$ cat src/rtl/sram_async_ctrl.sv
// Asynchronous SRAM controller: single-cycle valid/ready requests to registered SRAM strobes.
// Optional macro SRAM_CTRL_POSTED_WRITE_EN posts writes through a one-deep write buffer.
module sram_async_ctrl #(
  parameter int ADDR_W   = 18,
  parameter int DATA_W   = 16,
  parameter int RD_WAIT  = 2,
  parameter int WR_WAIT  = 2,
  parameter int TURN_CYC = 1
) (
  input  logic                  clk,
  input  logic                  rst,
  input  logic                  req_valid,
  output logic                  req_ready,
  input  logic                  req_we,
  input  logic [ADDR_W-1:0]     req_addr,
  input  logic [DATA_W-1:0]     req_wdata,
  input  logic [DATA_W/8-1:0]   req_be,
  output logic                  rsp_rvalid,
  output logic [DATA_W-1:0]     rsp_rdata,
  output logic                  rsp_wdone,
  output logic [ADDR_W-1:0]     sram_addr,
  output logic [DATA_W-1:0]     sram_dq_o,
  input  logic [DATA_W-1:0]     sram_dq_i,
  output logic                  sram_dq_oe,
  output logic                  sram_cs_n,
  output logic                  sram_oe_n,
  output logic                  sram_we_n,
  output logic [DATA_W/8-1:0]   sram_be_n
);

  localparam int BE_W     = DATA_W / 8;
  localparam int MAX_RW   = (RD_WAIT > WR_WAIT) ? RD_WAIT : WR_WAIT;
  localparam int MAX_WAIT = (MAX_RW > TURN_CYC) ? MAX_RW : TURN_CYC;
  localparam int CNT_W    = (MAX_WAIT < 1) ? 1 : $clog2(MAX_WAIT + 1);

  localparam logic [CNT_W-1:0] RD_LAST   = CNT_W'(RD_WAIT - 1);
  localparam logic [CNT_W-1:0] WR_LAST   = CNT_W'(WR_WAIT - 1);
  localparam logic [CNT_W-1:0] TURN_LAST = CNT_W'((TURN_CYC > 0) ? TURN_CYC - 1 : 0);
  localparam logic [CNT_W-1:0] CNT_ONE   = CNT_W'(1);

  typedef enum logic [2:0] {
    S_IDLE,
    S_RD,
    S_WR_SETUP,
    S_WR_PULSE,
    S_WR_HOLD,
    S_TURN
  } state_t;

  state_t              state_q, state_d;
  logic [CNT_W-1:0]    cnt_q, cnt_d;
  logic                ready_q, ready_d;
  logic [ADDR_W-1:0]   addr_q, addr_d;
  logic [DATA_W-1:0]   dq_o_q, dq_o_d;
  logic                dq_oe_q, dq_oe_d;
  logic                cs_n_q, cs_n_d;
  logic                oe_n_q, oe_n_d;
  logic                we_n_q, we_n_d;
  logic [BE_W-1:0]     be_n_q, be_n_d;
  logic [DATA_W-1:0]   rdata_q, rdata_d;
  logic                rvalid_pend_q, rvalid_pend_d;
  logic                rvalid_q, rvalid_d;
  logic                wdone_q, wdone_d;

  logic                accept;
  logic                start_rd, start_wr;
  logic [ADDR_W-1:0]   src_addr;
  logic [DATA_W-1:0]   src_wdata;
  logic [BE_W-1:0]     src_be;

`ifdef SRAM_CTRL_POSTED_WRITE_EN
  logic                buf_full_q, buf_full_d;
  logic [ADDR_W-1:0]   buf_addr_q, buf_addr_d;
  logic [DATA_W-1:0]   buf_wdata_q, buf_wdata_d;
  logic [BE_W-1:0]     buf_be_q, buf_be_d;
  logic                rreq_pend_q, rreq_pend_d;
  logic [ADDR_W-1:0]   rreq_addr_q, rreq_addr_d;
  logic                rd_from_req;
`endif

  assign accept = req_valid && ready_q;

  always_comb begin
    state_d       = state_q;
    cnt_d         = cnt_q;
    addr_d        = addr_q;
    dq_o_d        = dq_o_q;
    dq_oe_d       = dq_oe_q;
    cs_n_d        = cs_n_q;
    oe_n_d        = oe_n_q;
    we_n_d        = we_n_q;
    be_n_d        = be_n_q;
    rdata_d       = rdata_q;
    rvalid_pend_d = 1'b0;
    rvalid_d      = rvalid_pend_q;
    wdone_d       = 1'b0;
    start_rd      = 1'b0;
    start_wr      = 1'b0;
    src_addr      = req_addr;
    src_wdata     = req_wdata;
    src_be        = req_be;
`ifdef SRAM_CTRL_POSTED_WRITE_EN
    buf_full_d    = buf_full_q;
    buf_addr_d    = buf_addr_q;
    buf_wdata_d   = buf_wdata_q;
    buf_be_d      = buf_be_q;
    rreq_pend_d   = rreq_pend_q;
    rreq_addr_d   = rreq_addr_q;
    rd_from_req   = 1'b0;
`endif

    case (state_q)
      S_IDLE: begin
`ifdef SRAM_CTRL_POSTED_WRITE_EN
        // A buffered write is always older than any pending read, so draining it first keeps RAW order.
        if (buf_full_q) begin
          start_wr  = 1'b1;
          src_addr  = buf_addr_q;
          src_wdata = buf_wdata_q;
          src_be    = buf_be_q;
        end else if (rreq_pend_q) begin
          start_rd  = 1'b1;
          src_addr  = rreq_addr_q;
        end else if (accept && !req_we) begin
          start_rd    = 1'b1;
          rd_from_req = 1'b1;
        end
`else
        if (accept) begin
          start_wr = req_we;
          start_rd = !req_we;
        end
`endif
      end
      S_RD: begin
        if (cnt_q == '0) begin
          state_d       = S_IDLE;
          cs_n_d        = 1'b1;
          oe_n_d        = 1'b1;
          be_n_d        = '1;
          rdata_d       = sram_dq_i;
          rvalid_pend_d = 1'b1;
        end else begin
          cnt_d = cnt_q - CNT_ONE;
        end
      end
      S_WR_SETUP: begin
        state_d = S_WR_PULSE;
        we_n_d  = 1'b0;
        cnt_d   = WR_LAST;
      end
      S_WR_PULSE: begin
        if (cnt_q == '0) begin
          state_d = S_WR_HOLD;
          we_n_d  = 1'b1;
        end else begin
          cnt_d = cnt_q - CNT_ONE;
        end
      end
      S_WR_HOLD: begin
        wdone_d = 1'b1;
        cs_n_d  = 1'b1;
        be_n_d  = '1;
        dq_oe_d = 1'b0;
        if (TURN_CYC > 0) begin
          state_d = S_TURN;
          cnt_d   = TURN_LAST;
        end else begin
          state_d = S_IDLE;
        end
      end
      S_TURN: begin
        if (cnt_q == '0) begin
          state_d = S_IDLE;
        end else begin
          cnt_d = cnt_q - CNT_ONE;
        end
      end
      default: begin
        state_d = S_IDLE;
        cs_n_d  = 1'b1;
        oe_n_d  = 1'b1;
        we_n_d  = 1'b1;
        be_n_d  = '1;
        dq_oe_d = 1'b0;
      end
    endcase

    if (start_rd) begin
      state_d = S_RD;
      cnt_d   = RD_LAST;
      addr_d  = src_addr;
      cs_n_d  = 1'b0;
      oe_n_d  = 1'b0;
      be_n_d  = '0;
      dq_oe_d = 1'b0;
    end
    if (start_wr) begin
      state_d = S_WR_SETUP;
      addr_d  = src_addr;
      dq_o_d  = src_wdata;
      be_n_d  = ~src_be;
      cs_n_d  = 1'b0;
      dq_oe_d = 1'b1;
    end

`ifdef SRAM_CTRL_POSTED_WRITE_EN
    if (start_wr) begin
      buf_full_d = 1'b0;
    end
    if (start_rd && !rd_from_req) begin
      rreq_pend_d = 1'b0;
    end
    if (accept && req_we) begin
      buf_full_d  = 1'b1;
      buf_addr_d  = req_addr;
      buf_wdata_d = req_wdata;
      buf_be_d    = req_be;
    end
    if (accept && !req_we && !rd_from_req) begin
      rreq_pend_d = 1'b1;
      rreq_addr_d = req_addr;
    end
    // Idle FSM can always take one more request; a busy one only while both slots are free.
    ready_d = (state_d == S_IDLE) ? !rreq_pend_d : (!buf_full_d && !rreq_pend_d);
`else
    ready_d = (state_d == S_IDLE);
`endif
  end

  always_ff @(posedge clk) begin
    if (rst) begin
      state_q       <= S_IDLE;
      cnt_q         <= '0;
      ready_q       <= 1'b0;
      addr_q        <= '0;
      dq_o_q        <= '0;
      dq_oe_q       <= 1'b0;
      cs_n_q        <= 1'b1;
      oe_n_q        <= 1'b1;
      we_n_q        <= 1'b1;
      be_n_q        <= '1;
      rdata_q       <= '0;
      rvalid_pend_q <= 1'b0;
      rvalid_q      <= 1'b0;
      wdone_q       <= 1'b0;
`ifdef SRAM_CTRL_POSTED_WRITE_EN
      buf_full_q    <= 1'b0;
      buf_addr_q    <= '0;
      buf_wdata_q   <= '0;
      buf_be_q      <= '0;
      rreq_pend_q   <= 1'b0;
      rreq_addr_q   <= '0;
`endif
    end else begin
      state_q       <= state_d;
      cnt_q         <= cnt_d;
      ready_q       <= ready_d;
      addr_q        <= addr_d;
      dq_o_q        <= dq_o_d;
      dq_oe_q       <= dq_oe_d;
      cs_n_q        <= cs_n_d;
      oe_n_q        <= oe_n_d;
      we_n_q        <= we_n_d;
      be_n_q        <= be_n_d;
      rdata_q       <= rdata_d;
      rvalid_pend_q <= rvalid_pend_d;
      rvalid_q      <= rvalid_d;
      wdone_q       <= wdone_d;
`ifdef SRAM_CTRL_POSTED_WRITE_EN
      buf_full_q    <= buf_full_d;
      buf_addr_q    <= buf_addr_d;
      buf_wdata_q   <= buf_wdata_d;
      buf_be_q      <= buf_be_d;
      rreq_pend_q   <= rreq_pend_d;
      rreq_addr_q   <= rreq_addr_d;
`endif
    end
  end

  assign req_ready  = ready_q;
  assign rsp_rvalid = rvalid_q;
  assign rsp_rdata  = rdata_q;
  assign rsp_wdone  = wdone_q;
  assign sram_addr  = addr_q;
  assign sram_dq_o  = dq_o_q;
  assign sram_dq_oe = dq_oe_q;
  assign sram_cs_n  = cs_n_q;
  assign sram_oe_n  = oe_n_q;
  assign sram_we_n  = we_n_q;
  assign sram_be_n  = be_n_q;

endmodule

$ cat config.mk
export PLATFORM = sky130hd
export DESIGN_NAME = sram_async_ctrl
export DESIGN_NICKNAME = d
export VERILOG_FILES = /design/src/rtl/sram_async_ctrl.sv
export SDC_FILE = /design/constraint.sdc
export NUM_CORES = 1
export LEC_CHECK = 0
export ABC_AREA = 1
export CAP_MARGIN = 25
export CORE_UTILIZATION = 35
export DETAILED_ROUTE_END_ITERATION = 7
export PLACE_DENSITY = 0.7
export SLEW_MARGIN = 10
export SYNTH_ARGS = -nofsm -noshare
export SYNTH_HDL_FRONTEND = slang
export SYNTH_SLANG_ARGS = --single-unit
$ cat constraint.sdc
create_clock -name clk -period 1.7 [get_ports clk]
set_input_delay 0.425 -clock clk [delete_from_list [all_inputs] [get_ports clk]]
set_output_delay 0.425 -clock clk [all_outputs]
set_load 0.005 [all_outputs]
Word level (Yosys, flattened, before mapping) --
Index checks and enable logic that the tools add are counted.
Cells by class: $add $sub $neg 1, equality and inequality tests 13, bitwise operators 3, reduce and logical (&&, ||, !) cells 22, mux-type cells 30
Operators with widths (count):
- two-way mux 18 bit | 2
- one-hot mux 3 bit (5 select lines) | 1
- two-way mux 1 bit | 14
- two-way mux 3 bit | 4
- AND reduction 2 bit | 6
- OR reduction 5 bit | 2
- two-way mux 2 bit | 4
- OR reduction 4 bit | 2
- == test 3 x 2 -> 1 bit (second input constant) | 2
- == test 3 bit (second input constant) | 2
- zero test 3 bit | 2
- != test 3 x 1 -> 1 bit (second input constant) | 2
- != test 3 bit (second input constant) | 2
- one-hot mux 2 bit (3 select lines) | 1
- OR reduction 2 bit | 3
- != test 2 bit (second input constant) | 2
- != test 4 bit (second input constant) | 1
- one-hot mux 1 bit (2 select lines) | 2
- one-hot mux 2 bit (2 select lines) | 1
- nonzero test 4 bit | 1
- == test 3 x 1 -> 1 bit (second input constant) | 1
- one-hot mux 1 bit (3 select lines) | 1
- nonzero test 3 bit | 1
- OR reduction 3 bit | 1
- 8 further kinds | 9
Storage, ports and cells: word-level logic and storage cells 84, flip-flop bits (word level) 65, output and inout port bits 59

Depth between registers and ports, before layout --
Gate-level depths: netlist (run 1).
depth in word-level cells 6, depth in mapped cells 10, mapped depth without buffers 9

Worst setup path before layout (run 1) --
OpenSTA, ideal clock, no wires.
path type reg2reg, from register cnt_q[0], to register be_n_q[1], in the netlist sram_be_n[1], cell stages (with the launch flop) 10, arrival time 1.181 ns, slack 0.394 ns, path buffers 1, required time 1.575 ns, library setup time 0.125 ns, cells stage by stage dfxtp_1 -> inv_1 -> ha_1 -> nand2_2 -> inv_1 -> nand2_2 -> buf_6 -> nand2_2 -> nor2_1 -> nand3_1
Between the ends: word-level cells in the longest chain between the ends 3
RTL lines:
- start: declaration | RTL line 51 | logic [CNT_W-1:0] cnt_q, cnt_d;
- start signal: assignment | RTL line 257 | cnt_q <= cnt_d;
- zero test 2 bit | RTL line 136 | if (cnt_q == '0) begin
- != test 4 bit (no line)
- AND reduction 2 bit (no line)
- end signal: assignment | RTL line 265 | be_n_q <= be_n_d;
- end: declaration | RTL line 59 | logic [BE_W-1:0] be_n_q, be_n_d;
Every way passes these cells. A chain may end at the register's enable or synchronous reset.

Final worst setup path (run 1) --
from register ready_q, in the netlist req_ready, to output req_ready
RTL lines:
- start: declaration | RTL line 52 | logic ready_q, ready_d;
- start signal: assignment | RTL line 258 | ready_q <= ready_d;
- end: declaration | RTL line 13 | output logic req_ready,
No word-level cell between the ends.

==> metrics list, run 1 <==
- Proportion of total power due to net switching: 32.1%
- Die Width: 85.6 µm
* Most frequent cell after synthesis: sky130_fd_sc_hd__nor2_1
- Setup violations remaining at the end of the flow were counted as 0.
- Slowest-stage cell, CP: sky130_fd_sc_hd__clkdlybuf4s50_1
- After global routing the overflow that remains totals 0.
- Leading area contributor after synthesis: sky130_fd_sc_hd__dfxtp_1
- Global routing consumed, over all layers together, 17.4% of the routing resources.
* Final antenna diode count: 0
- The count of final max-slew check failures was 0.
- The number of different library cells used by synthesis comes to 24.
- In this run the power density over the cells is 1410 nW/µm².
* Post-synthesis instance total: 310
* Element type at the critical path end: primary output
* Vias in the first global route: 2247
- CTS tree: yes
- The routed layout has 2363 vias.
- Buffers and inverters on the worst path: 1
* CTS clock-pin slew for the worst setup and hold paths: 0.08 ns
- The flow ran to the end, and the final reports show no timing, DRC or antenna violations.
* Number of hold buffers added after cts: 0
- Routed length per placed instance: 11.9 µm
* Latest clock arrival within the worst-skew pair: 0.34 ns
- After floorplanning, the core was sized to cover 6760 µm².
- Hold Path Stages: 2
- Post-synthesis average cell area: 7.89 µm²
* Reg-to-reg setup timing slack: 0.24 ns
* Stages on worst setup path: 1
- Die H: 85.6 µm
* Setup ws final: 0.0462 ns
- Summed over all layers, the routed wires come to 6.11 mm.
- Summing the sequential cell areas from Yosys gives 53.2% of the chip area.
- Launching point of the worst reg2reg path: cnt_q[0]
- Post CTS Setup Buffer Count: 0
- Total Die Area: 7330 µm²
- The detailed router finished its first iteration with 64 violations.
* Final antenna-violating net count: 0
* Share of Yosys cell area claimed by the top area cell type: 53.2%
* Area of the multi-input gates: 973 µm²
- Post-synthesis async set-or-reset flop share: 0%
* Internal Power: 3.69 mW
* Worst endpoint data arrival time: 1.23 ns
- Longest individual stage delay on the worst path: 0.53 ns
* Part of the power in combinational logic: 36.6%
- For this run, the leading register cell type out of synthesis is sky130_fd_sc_hd__dfxtp_1.
* Area of all placed cells without fillers: 3870 µm²
- Power spent charging and discharging nets: 1.75 mW
- Gp weighted congestion: 0.802
- Largest cells by area after synthesis: sky130_fd_sc_hd__dfxtp_1 53%, sky130_fd_sc_hd__nor2_1 17%, sky130_fd_sc_hd__o21ai_0 11%
- The worst hold path belongs to the class reg -> reg.
- The final critical path takes up 97.3% of the cycle.
* Number of levels the H-tree was split into: 3
* HPWL after detailed placement: 4.37 mm
* Number of hold-slack violations in the final timing report: 0
- The endpoint identified for the worst register-to-register timing path is rsp_rdata[15].
* Ports placed on the boundary: 115
- Leading cell types by count after synthesis: 110 x sky130_fd_sc_hd__nor2_1, 65 x sky130_fd_sc_hd__dfxtp_1, 52 x sky130_fd_sc_hd__o21ai_0, 23 x sky130_fd_sc_hd__nand2_1, 13 x sky130_fd_sc_hd__nand3_1
- Number of flops mapped to enable cells by yosys: 0
- Number of gates given a new drive strength after cts: 0
* Static Leakage: 1.61 nW
- CTS saw 65 sinks.
* CTS root buffer: sky130_fd_sc_hd__clkbuf_8
- The clock arrives with 0.0111 ns of skew.
- Dividing the detail-routed via count by the number of cells gives 4.59.
- Peak ir drop on the vdd network: 0.604 mV
* Final critical path time including I/O delays and setup: 1.65 ns
- Of all nets on the critical path, the largest fanout is 2.
- Setup repair after global routing left no endpoint under its margin.
- Fill cell instance count of the final layout: 616
- Clock tree synthesis inserted a total of 9 buffers.
- Buffers on Ports: 114
* Synthesized cell area: 2450 µm²
- Across the whole layout, storage elements account for 1300 µm².
- Maximum clock frequency: 605 MHz
- Pin count of the biggest net entering global routing: 32
* R2R cell count: 8
- STA puts the critical path data required time at 1.27 ns.
* Post-synthesis net count: 367
- Layout net count: 487
- The completed layout was analyzed and its total power is 5.44 mW.
- In the final layout, the share of cells above drive strength 1 is 9.43%.
* Launching instance or port of the critical path: req_ready
- Portion of total power attributed to the clock network: 24.1%
- Setup Crit Path Kind: reg -> out
- Delay-heaviest family, CP: buffers and inverters
* Post-detailed-route DRC marker count: 0
- Initial standard-cell utilization of the core: 36.2%
- In this run the worst setup path terminates at req_ready.
- The tool flagged a number of max-cap violations equal to 0.
* Layout overhead on the synthesized area: 58.1%
* Rows: 30
* Number of buffers on the longest clock path: 2
* Count of state elements after synthesis: 65
- Once placement finished, the instance area stood at 3670 µm².
- Antenna violations before repair: 0
- Pre-CTS setup slack: -0.0577 ns
* Sequential group share of total power: 39.3%
* Worst path cell trace: clkdlybuf4s50_1
- Iteration count of the initial detailed-routing pass: 6
- Kind of start point of the critical path: register
* Pin slew with the least headroom to its limit: 0.346 ns
- For this run, the number of Yosys warnings is 0.
* Worst rel slew slack: 76.8%
* Wire length of the first global-routing pass: 10.1 mm
layer usage:
layer	share of wire (%)	GRT usage, %	wire length (µm)	vias up
li1	-	-	-	1223
met1	46	21.6	2810	1052
met2	46	27.9	2800	79
met3	6.9	5.39	423	9
met4	1.4	7.73	83	0
met5	0	0	0	-
layout make-up:
cell class              count  area share, %
clock inverters             7           2.01
multi-input cells         216           25.2
flip-flops and latches     65           33.6
repair buffers            124           31.8
well taps                  80           2.59
inverters                  14           1.62
clock buffers               9           3.20
power groups by stage:
stage	sequential, mW	clock (mW)	combinational (mW)
floorplan	2.17	0	0.981
global placement	2.16	0	1.97
detailed placement	2.17	0	2.01
CTS	2.14	1.34	2.02
global route	2.19	1.42	2.23
finish	2.14	1.31	1.99
cell families (layout without fill, tap and decap cells):
| group | Yosys count | in the layout | share of synthesized area [%] |
|---|---|---|---|
| fa+ha+maj | 1 | 1 | 0.511 |
| buf+inv | 29 | 154 | 7.01 |
| flops | 65 | 65 | 53.2 |
| simple gates | 158 | 158 | 27.3 |
| compound gates | 57 | 57 | 12.0 |
worst register-to-register path: stages, from the launching register on:
cell and delay (ns):
sky130_fd_sc_hd__dfxtp_1 0.32, sky130_fd_sc_hd__inv_1 0.07, sky130_fd_sc_hd__ha_1 0.20, sky130_fd_sc_hd__nand2_2 0.10, sky130_fd_sc_hd__inv_1 0.08, sky130_fd_sc_hd__nand2_2 0.12, sky130_fd_sc_hd__buf_4 0.21, sky130_fd_sc_hd__o21ai_0 0.17
sky130_fd_sc_hd__nor2_1 0.06
state kept, by name, indices dropped and copies added, names as in the netlist, 2 cells and up:
register,cells
sram_be_n,2
cnt_q,2
rsp_rdata,16
state_q,3
sram_dq_o,16
sram_addr,18
cells in the final DEF (no fill, tap or decap), drive strengths merged:
cell / synthesis / routed
o21ai: 52 / 52
inv: 12 / 14
buf: 10 / 10
clkinvlp: 0 / 1
dfxtp: 65 / 65
nand3: 13 / 13
clkdlybuf4s50: 0 / 114
nor3: 1 / 1
nor2: 115 / 115
nand3b: 1 / 1
ha: 1 / 1
clkinv: 2 / 5
nand2: 28 / 28
bufinv: 0 / 1
a21oi: 5 / 5
clkbuf: 5 / 9
worst min-delay path by stage:
stage	endpoint	slack [ns]	start
5_1_grt	rsp_rvalid	0.46	rvalid_d
3_3_place_gp	rsp_rvalid	0.39	rvalid_d
4_1_cts	rsp_rvalid	0.41	rvalid_d
6_report	rsp_rvalid	0.41	rvalid_d
2_1_floorplan	rsp_rvalid	0.39	rvalid_d
3_5_place_dp	rsp_rvalid	0.40	rvalid_d
stage by stage:
step                      util [%]  hold WS (ns)  setup TNS, ns  std cells
after global placement        54.3         0.394              0        499
after CTS                     57.2         0.408              0        515
final                         57.2         0.410              0        515
after global routing          57.2         0.455              0        515
after floorplan                  -         0.388              0        310
after detailed placement      54.3         0.398         -0.443        499
No activity file was read; power rests on OpenSTA's default activity.
==> inputs of run 2 (changes only) <==
Settings changed: CTS_CLUSTER_SIZE set to 16.
==> results of run 2 <==
Same layout as run 1: the final DEF is identical, and so are final timing and power.
==> inputs of run 3 (changes only) <==
Settings changed: CORE_UTILIZATION 35 to 41, PLACE_DENSITY 0.7 to 0.81, SLEW_MARGIN 10 to unset.
==> metrics list, run 3 (same netlist as run 1, synthesis figures left out) <==
- Fraction of the core area covered by cells at the end of the flow: 69.7% (+12 points)
- The half-perimeter wire length after detailed placement is 4.39 mm (+0.45%).
- Gr ovfl total: 0 (unchanged)
- TritonCTS buffer count: 9 (unchanged)
* Hold WC Path Type: reg -> reg
- R2R cell count: 8 (unchanged)
- Vias in the first global route: 2325 (+3.5%)
- The area of the die is 6280 µm² (-14%).
- Static Leakage: 1.65 nW (+2.9%)
- The required time of the worst setup path came to 1.27 ns (about the same).
* Initial standard-cell utilization of the core: 43.4% (+7.2 points)
- The worst vdd rail ir drop came to 0.682 mV (+13%).
- Launching instance or port of the critical path: sram_be_n[1]
- STA classifies the critical path startpoint as a register.
- Die Width: 79.2 µm (-7.4%)
- The remaining routing DRC violations was 0 (unchanged).
* Die H: 79.2 µm (-7.4%)
* Most common cell after layout, fill and taps aside: sky130_fd_sc_hd__clkdlybuf4s50_1
- The flip-flop count of the largest register, all copies and words added is 18 (unchanged).
* Element type at the critical path end: primary output
- The ratio of total power to cell area is 1460 nW/µm² (+3.9%).
* Pin count of the biggest net entering global routing: 31 (-3.1%)
- Antenna violations before repair: 0 (unchanged)
- Biggest fanout along the worst timing path: 2 (unchanged)
- The maximum level of the CTS H-tree was 3 (unchanged).
- Final antenna-violating net count: 0 (unchanged)
- The boundary pin count is 115 (unchanged).
- Rows: 27 (-10%)
* Area of all placed cells without fillers: 3930 µm² (+1.7%)
- The worst slew margin relative to its limit was 75.2% (-1.6 points).
* Worst endpoint data arrival time: 1.20 ns (-0.03 ns)
- Launching point of the worst reg2reg path: cnt_q[0]
- The fill cell instance count of the final layout was 454 (-26%).
- Worst Hold End: rsp_rvalid
- Worst path cell trace: clkdlybuf4s50_1
- The average via count per standard cell was 4.73 (+3.0%).
- Ratio of cells with drive above 1 in the final layout: 9.20% (-0.23 points)
- The number of max-cap violations was 0 (unchanged).
- The total wire length after detailed routing is 6.23 mm (+2.0%).
- Tot GR Track Use: 21.2% (+3.8 points)
- In the layout the commonest cells are 113 x sky130_fd_sc_hd__clkdlybuf4s50_1, 110 x sky130_fd_sc_hd__nor2_1, 65 x sky130_fd_sc_hd__dfxtp_1, 52 x sky130_fd_sc_hd__o21ai_0, 23 x sky130_fd_sc_hd__nand2_1.
* Layout net count: 487 (unchanged)
- Setup repair after global routing missed its margin: no
- The number of buffer cells added on primary ports was 114 (unchanged).
- Setup tns final: 0 ns (unchanged)
- The final hold violation count is 0 (unchanged).
- Maximum clock frequency: 614 MHz (+1.6%)
- Latest clock arrival within the worst-skew pair: 0.33 ns (about the same)
* Pins Over Slew Limit: 0 (unchanged)
* Final setup vio count: 0 (unchanged)
- Among all stages on the critical path, the largest delay is contributed by sky130_fd_sc_hd__clkdlybuf4s50_1.
* Via Count: 2397 (+1.4%)
- The length of the first detailed-routing pass in iterations is 4 (-2).
- Clock net sink count: 65 (unchanged)
* Reg-to-reg setup timing slack: 0.25 ns (about the same)
* CTS tree: yes
- Final critical path time including I/O delays and setup: 1.63 ns (-0.0264 ns)
- Delay-heaviest family, CP: buffers and inverters
- The critical path is of the reg -> out type.
- The number of diodes added for antenna fixing was 0 (unchanged).
* Startpoint of the most critical hold path: rvalid_d
- Max Clock Skew: 0.0117 ns (+0.000610 ns)
- Pin slew with the least headroom to its limit: 0.371 ns (+0.0247 ns)
- Tcrit/Tclk final: 95.7% (-1.6 points)
* Number of buffers on the longest clock path: 2 (unchanged)
- Buffers and inverters on the worst path: 1 (unchanged)
* Status: finished clean
- The global placer's final weighted congestion was 0.829 (+3.4%).
- Longest individual stage delay on the worst path: 0.53 ns (about the same)
- The depth of the worst hold-timing path is 2 (unchanged).
* CTS root buffer: sky130_fd_sc_hd__clkbuf_8
- CTS clock-pin slew for the worst setup and hold paths: 0.07 ns (about the same)
* Layout overhead on the synthesized area: 60.8%
* Placeable core region: 5640 µm² (-17%)
* Iter 0 DRT Violations: 96 (+50%)
- Crit Reg-Reg Endpoint: rsp_rdata[5]
- Cell area reported after detailed placement: 3680 µm² (+0.41%)
- The routed wire length per instance was 12.3 µm (+3.6%).
- The wire length of the first global-routing pass is 10.3 mm (+2.1%).
-- run 3: changes by cell type in the layout (fill, tap and decap cells not counted), moves of 2 or more --
cell | before | now
sky130_fd_sc_hd__buf_12 | 1 | 3
sky130_fd_sc_hd__buf_4 | 9 | 7
sky130_fd_sc_hd__bufinv_16 | 1 | 3
sky130_fd_sc_hd__clkinv_4 | 3 | 1
sky130_fd_sc_hd__inv_6 | 3 | 1
-- run 3: area by class of cell --
cell class	count	area [µm²]	share of cell area [%]
timing repair buffer	124	1260	31.9
sequential	65	1300	33.1
tap	72	90.1	2.29
multi-input combinational	216	978	24.9
clock inverter	5	103	2.61
inverter	14	62.6	1.59
clock buffer	11	141	3.60
-- run 3: timing repair --
action,CTS,global route
hold buffers,0,0
setup buffers,0,0
resized for setup,0,2
setup endpoints to repair,0,5
-- run 3: where the power goes --
| part | internal [mW] | switching, mW | total [mW] |
|---|---|---|---|
| combinational | 1.10 | 0.937 | 2.04 |
| clock | 1.01 | 0.567 | 1.58 |
| sequential | 1.92 | 0.205 | 2.13 |
-- run 3: per-layer routing --
| layer | track usage [%] | part of all wire [%] | vias up |
|---|---|---|---|
| li1 | - | - | 1226 |
| met2 | 35.3 | 48 | 90 |
| met5 | 0 | 0 | - |
| met3 | 6.09 | 6.4 | 10 |
| met1 | 24.9 | 44 | 1071 |
| met4 | 10.4 | 1.4 | 0 |
-- run 3: worst max-delay path by stage --
stage,endpoint,slack [ns],depth (start not counted)
after floorplan,sram_be_n[1],0.39,9
after global placement,sram_dq_o[6],-0.04,8
after detailed placement,sram_dq_oe,-0.08,7
after CTS,sram_dq_o[0],0.05,1
after global routing,sram_dq_oe,0.02,1
final,sram_be_n[1],0.07,1
-- run 3: stage by stage --
stage / std cells / total power, mW / worst slack [ns] / hold WS (ns)
final: 507 / 5.74 / 0.0726 / 0.414
after global routing: 507 / 6.11 / 0.0195 / 0.455
after CTS: 507 / 5.79 / 0.0502 / 0.418
after detailed placement: 491 / 4.19 / -0.0824 / 0.406
after global placement: 491 / 4.14 / -0.0386 / 0.395
after floorplan: 310 / 3.16 / 0.394 / 0.388
